==> src/rtl/axi_ic_pkg.sv <==
// Shared definitions for the AXI interconnect blocks: slave count, response
// width, the burst-lock FSM encoding and a one-hot AND-OR select helper.
package axi_ic_pkg;

  localparam int unsigned NUM_S  = 4;
  localparam int unsigned RESP_W = 2;

  typedef enum logic {
    IDLE,
    LOCK
  } fsm_state_e;

  // One bit of a one-hot AND-OR mux; an all-zero select yields 0.
  function automatic logic onehot_mux_bit(input logic [NUM_S-1:0] sel,
                                          input logic [NUM_S-1:0] bits);
    return |(sel & bits);
  endfunction

endpackage

==> src/rtl/axi_r_mux_s2m_if.sv <==
// R-channel bundle for the slave-to-master read mux: four slave R ports,
// the arbiter request/grant pair and the single master R port.
interface axi_r_mux_s2m_if
  import axi_ic_pkg::*;
#(
  parameter int unsigned DATA_W = 32,
  parameter int unsigned ID_W   = 4
) ();

  logic [NUM_S-1:0]        s_rvalid;
  logic [NUM_S-1:0]        s_rready;
  logic [NUM_S*DATA_W-1:0] s_rdata;
  logic [NUM_S*RESP_W-1:0] s_rresp;
  logic [NUM_S-1:0]        s_rlast;
  logic [NUM_S*ID_W-1:0]   s_rid;

  logic [NUM_S-1:0]        arb_req;
  logic [NUM_S-1:0]        arb_sel;

  logic                    m_rvalid;
  logic                    m_rready;
  logic [DATA_W-1:0]       m_rdata;
  logic [RESP_W-1:0]       m_rresp;
  logic                    m_rlast;
  logic [ID_W-1:0]         m_rid;

  modport slave (
    input  s_rvalid, s_rdata, s_rresp, s_rlast, s_rid,
    input  arb_sel,
    input  m_rready,
    output s_rready,
    output arb_req,
    output m_rvalid, m_rdata, m_rresp, m_rlast, m_rid
  );

  modport master (
    output s_rvalid, s_rdata, s_rresp, s_rlast, s_rid,
    output arb_sel,
    output m_rready,
    input  s_rready,
    input  arb_req,
    input  m_rvalid, m_rdata, m_rresp, m_rlast, m_rid
  );

endinterface

==> src/rtl/axi_r_skid2.sv <==
// Two-entry FIFO-ordered skid buffer; the head register drives the output
// directly so the consumer sees registered payload and valid.
module axi_r_skid2 #(
  parameter int unsigned W = 39
) (
  input  logic         clk,
  input  logic         rst_n,
  input  logic         push_i,
  input  logic [W-1:0] din_i,
  output logic         room_o,
  input  logic         rdy_i,
  output logic         valid_o,
  output logic [W-1:0] dout_o
);

  logic [1:0]   count_q, count_d;
  logic [W-1:0] head_q, head_d;
  logic [W-1:0] tail_q, tail_d;
  logic         pop;

  assign valid_o = (count_q != 2'd0);
  assign room_o  = (count_q < 2'd2);
  assign dout_o  = head_q;
  assign pop     = valid_o & rdy_i;

  always_comb begin
    count_d = count_q;
    head_d  = head_q;
    tail_d  = tail_q;
    unique case ({push_i, pop})
      2'b10: begin
        if (count_q == 2'd0) head_d = din_i;
        else                 tail_d = din_i;
        count_d = count_q + 2'd1;
      end
      2'b01: begin
        head_d  = tail_q;
        count_d = count_q - 2'd1;
      end
      // Simultaneous push/pop: the new beat lands behind whatever remains.
      2'b11: begin
        if (count_q == 2'd1) begin
          head_d = din_i;
        end else begin
          head_d = tail_q;
          tail_d = din_i;
        end
      end
      default: ;
    endcase
  end

  always_ff @(posedge clk or negedge rst_n) begin
    if (!rst_n) begin
      count_q <= '0;
      head_q  <= '0;
      tail_q  <= '0;
    end else begin
      count_q <= count_d;
      head_q  <= head_d;
      tail_q  <= tail_d;
    end
  end

endmodule

==> src/rtl/axi_r_mux_s2m.sv <==
// Read-data return mux: four slave R channels onto one master R port, with
// the arbiter grant held for a whole burst and a skid-buffered master side.
module axi_r_mux_s2m
  import axi_ic_pkg::*;
#(
  parameter int unsigned DATA_W = 32,
  parameter int unsigned ID_W   = 4
) (
  input logic             clk,
  input logic             rst_n,
  axi_r_mux_s2m_if.slave  bus
);

  localparam int unsigned PL_W = DATA_W + RESP_W + 1 + ID_W;

  fsm_state_e       state_q;
  logic [NUM_S-1:0] lock_sel_q;

  logic             room;
  logic [NUM_S-1:0] arb_req_c;
  logic [NUM_S-1:0] rready_c;
  logic [NUM_S-1:0] acc;
  logic             push;
  logic             push_last;
  logic [PL_W-1:0]  push_pl;
  logic [PL_W-1:0]  head_pl;
  logic [PL_W-1:0]  slv_pl [NUM_S];
  logic [NUM_S-1:0] col    [PL_W];

  // Requests are withheld whenever a beat cannot be taken so the arbiter's
  // rotation only reflects grants that really transfer data.
  always_comb begin
    arb_req_c = '0;
    rready_c  = '0;
    if (rst_n && room) begin
      unique case (state_q)
        IDLE: begin
          arb_req_c = bus.s_rvalid;
          rready_c  = bus.arb_sel;
        end
        LOCK:    rready_c = lock_sel_q;
        default: ;
      endcase
    end
  end

  assign bus.arb_req  = arb_req_c;
  assign bus.s_rready = rready_c;

  assign acc  = bus.s_rvalid & rready_c;
  assign push = |acc;

  always_comb begin
    for (int unsigned s = 0; s < NUM_S; s++) begin
      slv_pl[s] = {bus.s_rdata[s*DATA_W +: DATA_W],
                   bus.s_rresp[s*RESP_W +: RESP_W],
                   bus.s_rlast[s],
                   bus.s_rid[s*ID_W +: ID_W]};
    end
  end

  always_comb begin
    push_pl = '0;
    for (int unsigned b = 0; b < PL_W; b++) begin
      col[b] = '0;
      for (int unsigned s = 0; s < NUM_S; s++) col[b][s] = slv_pl[s][b];
      push_pl[b] = onehot_mux_bit(acc, col[b]);
    end
  end

  assign push_last = push_pl[ID_W];

  always_ff @(posedge clk or negedge rst_n) begin
    if (!rst_n) begin
      state_q    <= IDLE;
      lock_sel_q <= '0;
    end else begin
      unique case (state_q)
        IDLE: begin
          if (push && !push_last) begin
            lock_sel_q <= acc;
            state_q    <= LOCK;
          end
        end
        LOCK: begin
          if (push && push_last) begin
            lock_sel_q <= '0;
            state_q    <= IDLE;
          end
        end
        default: state_q <= IDLE;
      endcase
    end
  end

  axi_r_skid2 #(
    .W(PL_W)
  ) u_skid (
    .clk    (clk),
    .rst_n  (rst_n),
    .push_i (push),
    .din_i  (push_pl),
    .room_o (room),
    .rdy_i  (bus.m_rready),
    .valid_o(bus.m_rvalid),
    .dout_o (head_pl)
  );

  assign {bus.m_rdata, bus.m_rresp, bus.m_rlast, bus.m_rid} = head_pl;

  a_sel_onehot: assert property (@(posedge clk) disable iff (!rst_n) $onehot0(bus.arb_sel));

endmodule
==> src/flat_wrapper.sv <==
// flat-port wrapper written by rule: the top's interface ports become plain ports
module axi_r_mux_s2m_flat import axi_ic_pkg::*;
#(
  parameter int unsigned DATA_W = 32,
  parameter int unsigned ID_W   = 4
)
  (clk, rst_n, bus_s_rvalid, bus_s_rdata, bus_s_rresp, bus_s_rlast, bus_s_rid, bus_arb_sel, bus_m_rready, bus_s_rready, bus_arb_req, bus_m_rvalid, bus_m_rdata, bus_m_rresp, bus_m_rlast, bus_m_rid);
  axi_r_mux_s2m_if #(.DATA_W(DATA_W), .ID_W(ID_W)) bus_i ();
  input logic clk;
  input logic rst_n;
  input wire logic [$bits(bus_i.s_rvalid)-1:0] bus_s_rvalid;
  input wire logic [$bits(bus_i.s_rdata)-1:0] bus_s_rdata;
  input wire logic [$bits(bus_i.s_rresp)-1:0] bus_s_rresp;
  input wire logic [$bits(bus_i.s_rlast)-1:0] bus_s_rlast;
  input wire logic [$bits(bus_i.s_rid)-1:0] bus_s_rid;
  input wire logic [$bits(bus_i.arb_sel)-1:0] bus_arb_sel;
  input wire logic [$bits(bus_i.m_rready)-1:0] bus_m_rready;
  output wire logic [$bits(bus_i.s_rready)-1:0] bus_s_rready;
  output wire logic [$bits(bus_i.arb_req)-1:0] bus_arb_req;
  output wire logic [$bits(bus_i.m_rvalid)-1:0] bus_m_rvalid;
  output wire logic [$bits(bus_i.m_rdata)-1:0] bus_m_rdata;
  output wire logic [$bits(bus_i.m_rresp)-1:0] bus_m_rresp;
  output wire logic [$bits(bus_i.m_rlast)-1:0] bus_m_rlast;
  output wire logic [$bits(bus_i.m_rid)-1:0] bus_m_rid;
  assign bus_i.s_rvalid = bus_s_rvalid;
  assign bus_i.s_rdata = bus_s_rdata;
  assign bus_i.s_rresp = bus_s_rresp;
  assign bus_i.s_rlast = bus_s_rlast;
  assign bus_i.s_rid = bus_s_rid;
  assign bus_i.arb_sel = bus_arb_sel;
  assign bus_i.m_rready = bus_m_rready;
  assign bus_s_rready = bus_i.s_rready;
  assign bus_arb_req = bus_i.arb_req;
  assign bus_m_rvalid = bus_i.m_rvalid;
  assign bus_m_rdata = bus_i.m_rdata;
  assign bus_m_rresp = bus_i.m_rresp;
  assign bus_m_rlast = bus_i.m_rlast;
  assign bus_m_rid = bus_i.m_rid;
  axi_r_mux_s2m #(.DATA_W(DATA_W), .ID_W(ID_W)) u_core (.clk(clk), .rst_n(rst_n), .bus(bus_i));
endmodule
==> config.mk <==
export PLATFORM = sky130hd
export DESIGN_NAME = axi_r_mux_s2m_flat
export DESIGN_NICKNAME = d
export VERILOG_FILES = /design/src/rtl/axi_ic_pkg.sv /design/src/rtl/axi_r_mux_s2m_if.sv /design/src/rtl/axi_r_skid2.sv /design/src/rtl/axi_r_mux_s2m.sv /design/src/flat_wrapper.sv
export SDC_FILE = /design/constraint.sdc
export NUM_CORES = 1
export LEC_CHECK = 0
export CORE_ASPECT_RATIO = 0.75
export CORE_MARGIN = 2
export CORE_UTILIZATION = 40
export DETAILED_ROUTE_END_ITERATION = 10
export GPL_ROUTABILITY_DRIVEN = 1
export PLACE_DENSITY_LB_ADDON = 0.12
export SKIP_CTS_REPAIR_TIMING = 1
export SYNTH_ARGS = -nofsm -noshare
export SYNTH_HDL_FRONTEND = slang
export SYNTH_SLANG_ARGS = --single-unit
==> constraint.sdc <==
create_clock -name clk -period 7.2 [get_ports clk]
set_input_delay 1.08 -clock clk [delete_from_list [all_inputs] [get_ports clk]]
set_output_delay 1.08 -clock clk [all_outputs]
set_load 0.03 [all_outputs]
Yosys cells after proc, flatten, opt, wreduce, memory -nomap -nowiden --
Cells that the tools add are included.
Word-level totals: output and inout port bits 48, input bits 167, word-level logic and storage cells 128, register bits after elaboration 85
Cells by class: $lt $le $gt $ge 1, eq/ne operators 9, multiplexer cells 17, reductions and logical operators 52, bitwise gates (word level) 42, add/sub/neg operators 2
Operators by type and width (number):
- $and A4 B4 Y4 | 40
- $reduce_or A4 Y1 | 40
- $mux W39 | 4
- $pmux W39 S3 | 1
- $pmux W39 S2 | 1
- $mux W4 | 5
- $pmux W4 S2 | 2
- $ne A2 B2 Y1 const B | 4
- $reduce_bool A2 Y1 | 3
- $eq A2 B1 Y1 const B | 2
- $eq A2 B2 Y1 const B | 2
- $pmux W2 S2 | 1
- $reduce_and A2 Y1 | 2
- $logic_and A1 B1 Y1 | 3
- $reduce_and A3 Y1 | 1
- $reduce_bool A3 Y1 | 1
- $add A2 B1 Y2 const B | 1
- $logic_not A2 Y1 | 1
- $lt A2 B2 Y1 const B | 1
- $mux W1 | 2
- $ne A2 B1 Y1 const B | 1
- $pmux W1 S2 | 1
- $sub A2 B1 Y2 const B | 1
- $and A1 B1 Y1 | 1
- other kinds (2) | 2

Depth between registers and ports, before layout --
word-level depth 10, mapped depth 13

Cells and area by module --
A second synthesis with hierarchy kept.
Unflattened totals: cell total of the unflattened synthesis 511, area total of the unflattened synthesis 4818.4 µm²
Modules (own cells, without submodules):
- axi_r_skid2 | area an instance 3604.7 µm², cells each 329, times used 1, sequential area each 2001.9 µm²
- axi_r_mux_s2m | area an instance 1213.7 µm², cells each 182, times used 1, sequential area each 125.1 µm²

Worst setup path before layout --
OpenSTA, ideal clock, no wires.
path kind input-to-reg, start input bus_arb_sel[0], end register u_core.u_skid.tail_q[0], buffers on the path 4, arrival time 3362 ps, stages 12, setup time 137 ps, setup slack 3701 ps, cell sequence mux2_4 -> and3_4 -> buf_6 -> nor4_4 -> inv_2 -> ha_1 -> a22oi_1 -> o21a_1 -> clkbuf_1 -> clkbuf_1 -> clkbuf_1 -> a21oi_1
On the way: word-level cells in the longest chain between the ends 7
Ends and longest elaborated chain:
- from (decl) | line flat_wrapper.sv:16 | input wire logic [$bits(bus_i.arb_sel)-1:0] bus_arb_sel;
- $pmux W4 S2 (*) | line axi_r_mux_s2m.sv:36 | unique case (state_q)
- $mux W4 (*) | line axi_r_mux_s2m.sv:35 | if (rst_n && room) begin
- $and A4 B4 Y4 (*) | line axi_r_mux_s2m.sv:50 | assign acc = bus.s_rvalid & rready_c;
- $reduce_or A4 Y1 / $and A4 B4 Y4 (equally long branches) | line axi_r_mux_s2m.sv:51, axi_ic_pkg.sv:16
- $eq A2 B2 Y1 / $reduce_or A4 Y1 (equally long branches) | line axi_r_skid2.sv:30, axi_ic_pkg.sv:16
- $ne A2 B2 Y1 (no line), or another cell as far along
- $reduce_and A3 Y1 (no line) / $pmux W39 S2 (equally long branches)
- to (signal assigned) | line axi_r_skid2.sv:61 | tail_q <= tail_d;
- to (decl) | line axi_r_skid2.sv:18 | logic [W-1:0] tail_q, tail_d;
Mark *: on every way between the ends. The rest lies on a longest branch, timed or not. The select of a mux whose other input is x is not followed. A chain may end at the register's enable or synchronous reset.

Worst setup path in the final report --
start input rst_n, end register u_core.u_skid.head_q[20] (netlist: u_core.u_skid.dout_o[20])
On the way: word-level cells in the longest chain between the ends 7
Ends and longest elaborated chain:
- from (decl) | line flat_wrapper.sv:10 | input logic rst_n;
- $logic_and A1 B1 Y1 (*) | line axi_r_mux_s2m.sv:35
- $mux W4 (*) | line axi_r_mux_s2m.sv:35
- $and A4 B4 Y4 (*) | line axi_r_mux_s2m.sv:50
- $and A4 B4 Y4 / $reduce_or A4 Y1 (equally long branches) | line axi_ic_pkg.sv:16, axi_r_mux_s2m.sv:51
- $reduce_or A4 Y1, or another cell as far along | line axi_ic_pkg.sv:16 | return |(sel & bits);
- $mux W39, or another cell as far along | line axi_r_skid2.sv:42 | if (count_q == 2'd1) begin
- $pmux W39 S3 / $reduce_and A2 Y1 (equally long branches)
- to (signal assigned) | line axi_r_skid2.sv:56 | head_q <= '0;
- to (signal assigned) | line axi_r_skid2.sv:60 | head_q <= head_d;
- to (decl) | line axi_r_skid2.sv:17 | logic [W-1:0] head_q, head_d;
Marks and branches as above.

==> flow_summary.json <==
{
  "yosysUniqueCellTypes": 35,
  "crit_path_start_kind": "primary input",
  "status": "completed",
  "synth_top_area_share_pct": 46.95,
  "synth_compound_area_share_pct": 32.45,
  "antenna_found_initial": 0,
  "crit_path_start": "rst_n",
  "ys_top_cells_by_area": "dfrtp_1 (47%), a22o_1 (15%), nor2_1 (6.9%), a22oi_1 (6.6%), a21oi_1 (5.2%)",
  "synthSimpleGateAreaFrac_pct": 12.18,
  "synthCells": 468,
  "grt_pass1_wl_um": 21560,
  "dp_hpwl_um": 9560,
  "setup_tns_ns": 0,
  "criticalPathCategory": "primary input to flip-flop",
  "crit_arrival_ns": 4.87,
  "postRouteWirelength_um": 13520,
  "core_area_um2": 10980,
  "finClkSkew_ns": 0.006877,
  "synth_top_family_by_area": "compound AO/OA/AOI/OAI gates",
  "stdcell_area_um2": 7072,
  "worstReg2RegEnd": "u_core.u_skid.dout_o[20]",
  "fp.dieH_um": 96.17,
  "ys_seq_area_share_pct": 46.95,
  "placed_cell_area_um2": 6699,
  "vias_per_cell": 5.423,
  "finalNetCount": 829,
  "avgRoutedWirePerCell_um": 16.86,
  "cts_root_buffer": "clkbuf_16",
  "drc_errors": 0,
  "ios": 215,
  "cts_made_buffers": 9,
  "p_per_area_nw_per_um2": 379.9,
  "die_area_um2": 12200,
  "vias": 4349,
  "firstDrtPassIters": 4,
  "slowest_stage": "a21oi_4",
  "synthMuxAreaShare_pct": 1.326,
  "syn-cell-area_um2": 4531,
  "power_mw": 2.687,
  "tightest_slew_ns": 1.134,
  "hp-start": "u_core.u_skid.tail_q[37]",
  "cap_violations": 0,
  "min_path_cells": 2,
  "min_period_ns": 4.687,
  "cts_tree": "yes",
  "rsz0062_at_grt": "false",
  "p_leak_nw": 2.904,
  "hp-class": "flip-flop to flip-flop",
  "slew_headroom_pct": 24.24,
  "syn2layout_area_growth_pct": 56.09,
  "gp_congestion": 0.7828,
  "setup_viol": 0,
  "grt_overflow": 0,
  "critPathRequiredTime_ns": 7.38,
  "clock_sinks": 85,
  "drive_above_1_share_pct": 5.740,
  "cts_buffer_depth": 2,
  "worstRegToRegCells": 9,
  "rrSetupSlack_ns": 2.87,
  "async_flop_share_pct": 100.0,
  "num_antenna_cells": 0,
  "clk_pin_slew_worst_paths_ns": 0.06,
  "critPathMaxFanout": 41,
  "track_usage_pct": 22.27,
  "post-route-period-util_pct": 65.10,
  "crit_path_end": "u_core.u_skid.dout_o[20]",
  "hold_viol": 0,
  "path_cells": "buf_4 > nand2b_1 > nor3b_4 > buf_4 > nor4_4 > inv_2 > ha_1 > nor2_1 > a21oi_4 > or2_2 > o21ai_0",
  "drt_iter0_markers": 259,
  "ys_seq_elements": 85,
  "yosys.area.top_type": "dfrtp_1",
  "yosysWarnings": 0,
  "slew_violations": 0,
  "synthAdderAreaFrac_pct": 1.381,
  "synth_nets": 640,
  "postRouteAntennaNets": 0,
  "start_util_pct": 41.25,
  "fill_cells": 900,
  "yosys.area_share.xor_xnor_pct": 0.3866,
  "cp_common_cell": "buf_4",
  "io_buffers": 214,
  "synth_edf_count": 0,
  "syn_area_per_cell_um2": 9.681,
  "max_freq_mhz": 213.4,
  "die_width_um": 126.9,
  "row_count": 33,
  "ir_worst_vdd_uv": 153.7,
  "endpoint_kind": "flip-flop",
  "max_stage_delay_ns": 0.86,
  "grt_pass1_vias": 4407,
  "clock_latency_ns": 0.33,
  "synth_ff_type": "dfrtp_1",
  "grt_max_degree": 79,
  "htreeDepth": 3
}
layout by cell type (no fill, tap or decap), types with 2 or more instances in the layout:
master and instances:
nor3b_4 3, clkbuf_16 9, nor2_1 83, o21ai_0 26, inv_1 6, a211o_1 4, xnor2_1 2, clkdlybuf4s50_1 213
a21oi_1 46, buf_4 7, dfrtp_1 85, a22o_1 76, mux2_4 2, nand2_1 2, ha_1 5, nand2b_1 6
mux2i_1 3, bufinv_16 4, a22oi_1 40, and4b_1 3, o21ai_1 13, and2_1 7
flip-flops by register name, summed over array words and instances, names as in the netlist, named ones only:
name,count
u_core.lock_sel_q,4
u_core.u_skid.tail_q,39
u_core.u_skid.count_q,2
u_core.u_skid.dout_o,39
power by group:
| part | internal [mW] | switching [mW] | leakage [nW] |
|---|---|---|---|
| Sequential | 0.719 | 0.143 | 1.06 |
| Combinational | 0.540 | 0.718 | 1.66 |
| Clock | 0.383 | 0.183 | 0.183 |
metrics by stage:
stage	util, %	setup WS [ns]	hold WS (ns)	std cells
detailed placement	60.99	2.095	0.4920	786
floorplan	-	3.701	0.4733	468
finish	64.39	2.513	0.5014	802
CTS	64.39	2.444	0.5060	802
global placement	60.99	2.290	0.4801	786
global route	64.39	2.158	0.5271	802
worst min path at each step:
stage,to
floorplan,u_core.u_skid.count_q[0]
global placement,u_core.u_skid.dout_o[19]
detailed placement,u_core.u_skid.dout_o[37]
CTS,u_core.u_skid.dout_o[37]
global route,u_core.u_skid.count_q[0]
finish,u_core.u_skid.dout_o[37]
cells by family after synthesis:
logic type               Yosys count
AO/OA/AOI/OAI                    210
flip-flops                        85
adder cells (fa/ha/maj)            5
AND/OR/NAND/NOR                  112
multiplexers                       5
buffers and inverters             49
XOR/XNOR                           2
per-layer routing:
metal  GRT usage [%]  part of all wire [%]  up-vias
met5               0                     0        -
met4           5.952                   1.2        0
met3           5.948                   7.1       14
met2           38.13                    46      164
met1           28.28                    45     2059
li1                -                     -     2112
cells in the mapped netlist (2+ instances only):
cell type	number
o21ai_1	13
a22oi_1	40
and4b_1	3
ha_1	5
o21ai_0	26
a22o_1	76
nor3b_4	2
buf_4	6
a211o_1	4
nor3_1	2
xnor2_1	2
and2_1	7
mux2_4	2
a21oi_1	47
dfrtp_1	85
clkbuf_1	28
buf_6	4
nand2_1	2
buf_2	4
inv_1	6
mux2i_1	3
nor2_1	83
nand2b_1	6
layout make-up:
type	instances	area [um^2]	area share [%]
Tap cell	140	175.2	2.477
Timing Repair Buffer	220	2185	30.89
Sequential cell	85	2127	30.08
Clock buffer	10	239.0	3.379
Inverter	7	26.28	0.3716
Multi-Input combinational cell	334	2186	30.91
Clock inverter	6	133.9	1.893
critical path, delay by kind of cell:
| kind | cells | cell delay, ns |
|---|---|---|
| compound gates | 2 | 1.07 |
| buf+inv | 3 | 0.82 |
| simple gates | 5 | 1.56 |
| fa+ha+maj | 1 | 0.31 |
Power figures use the tool's default switching activity.
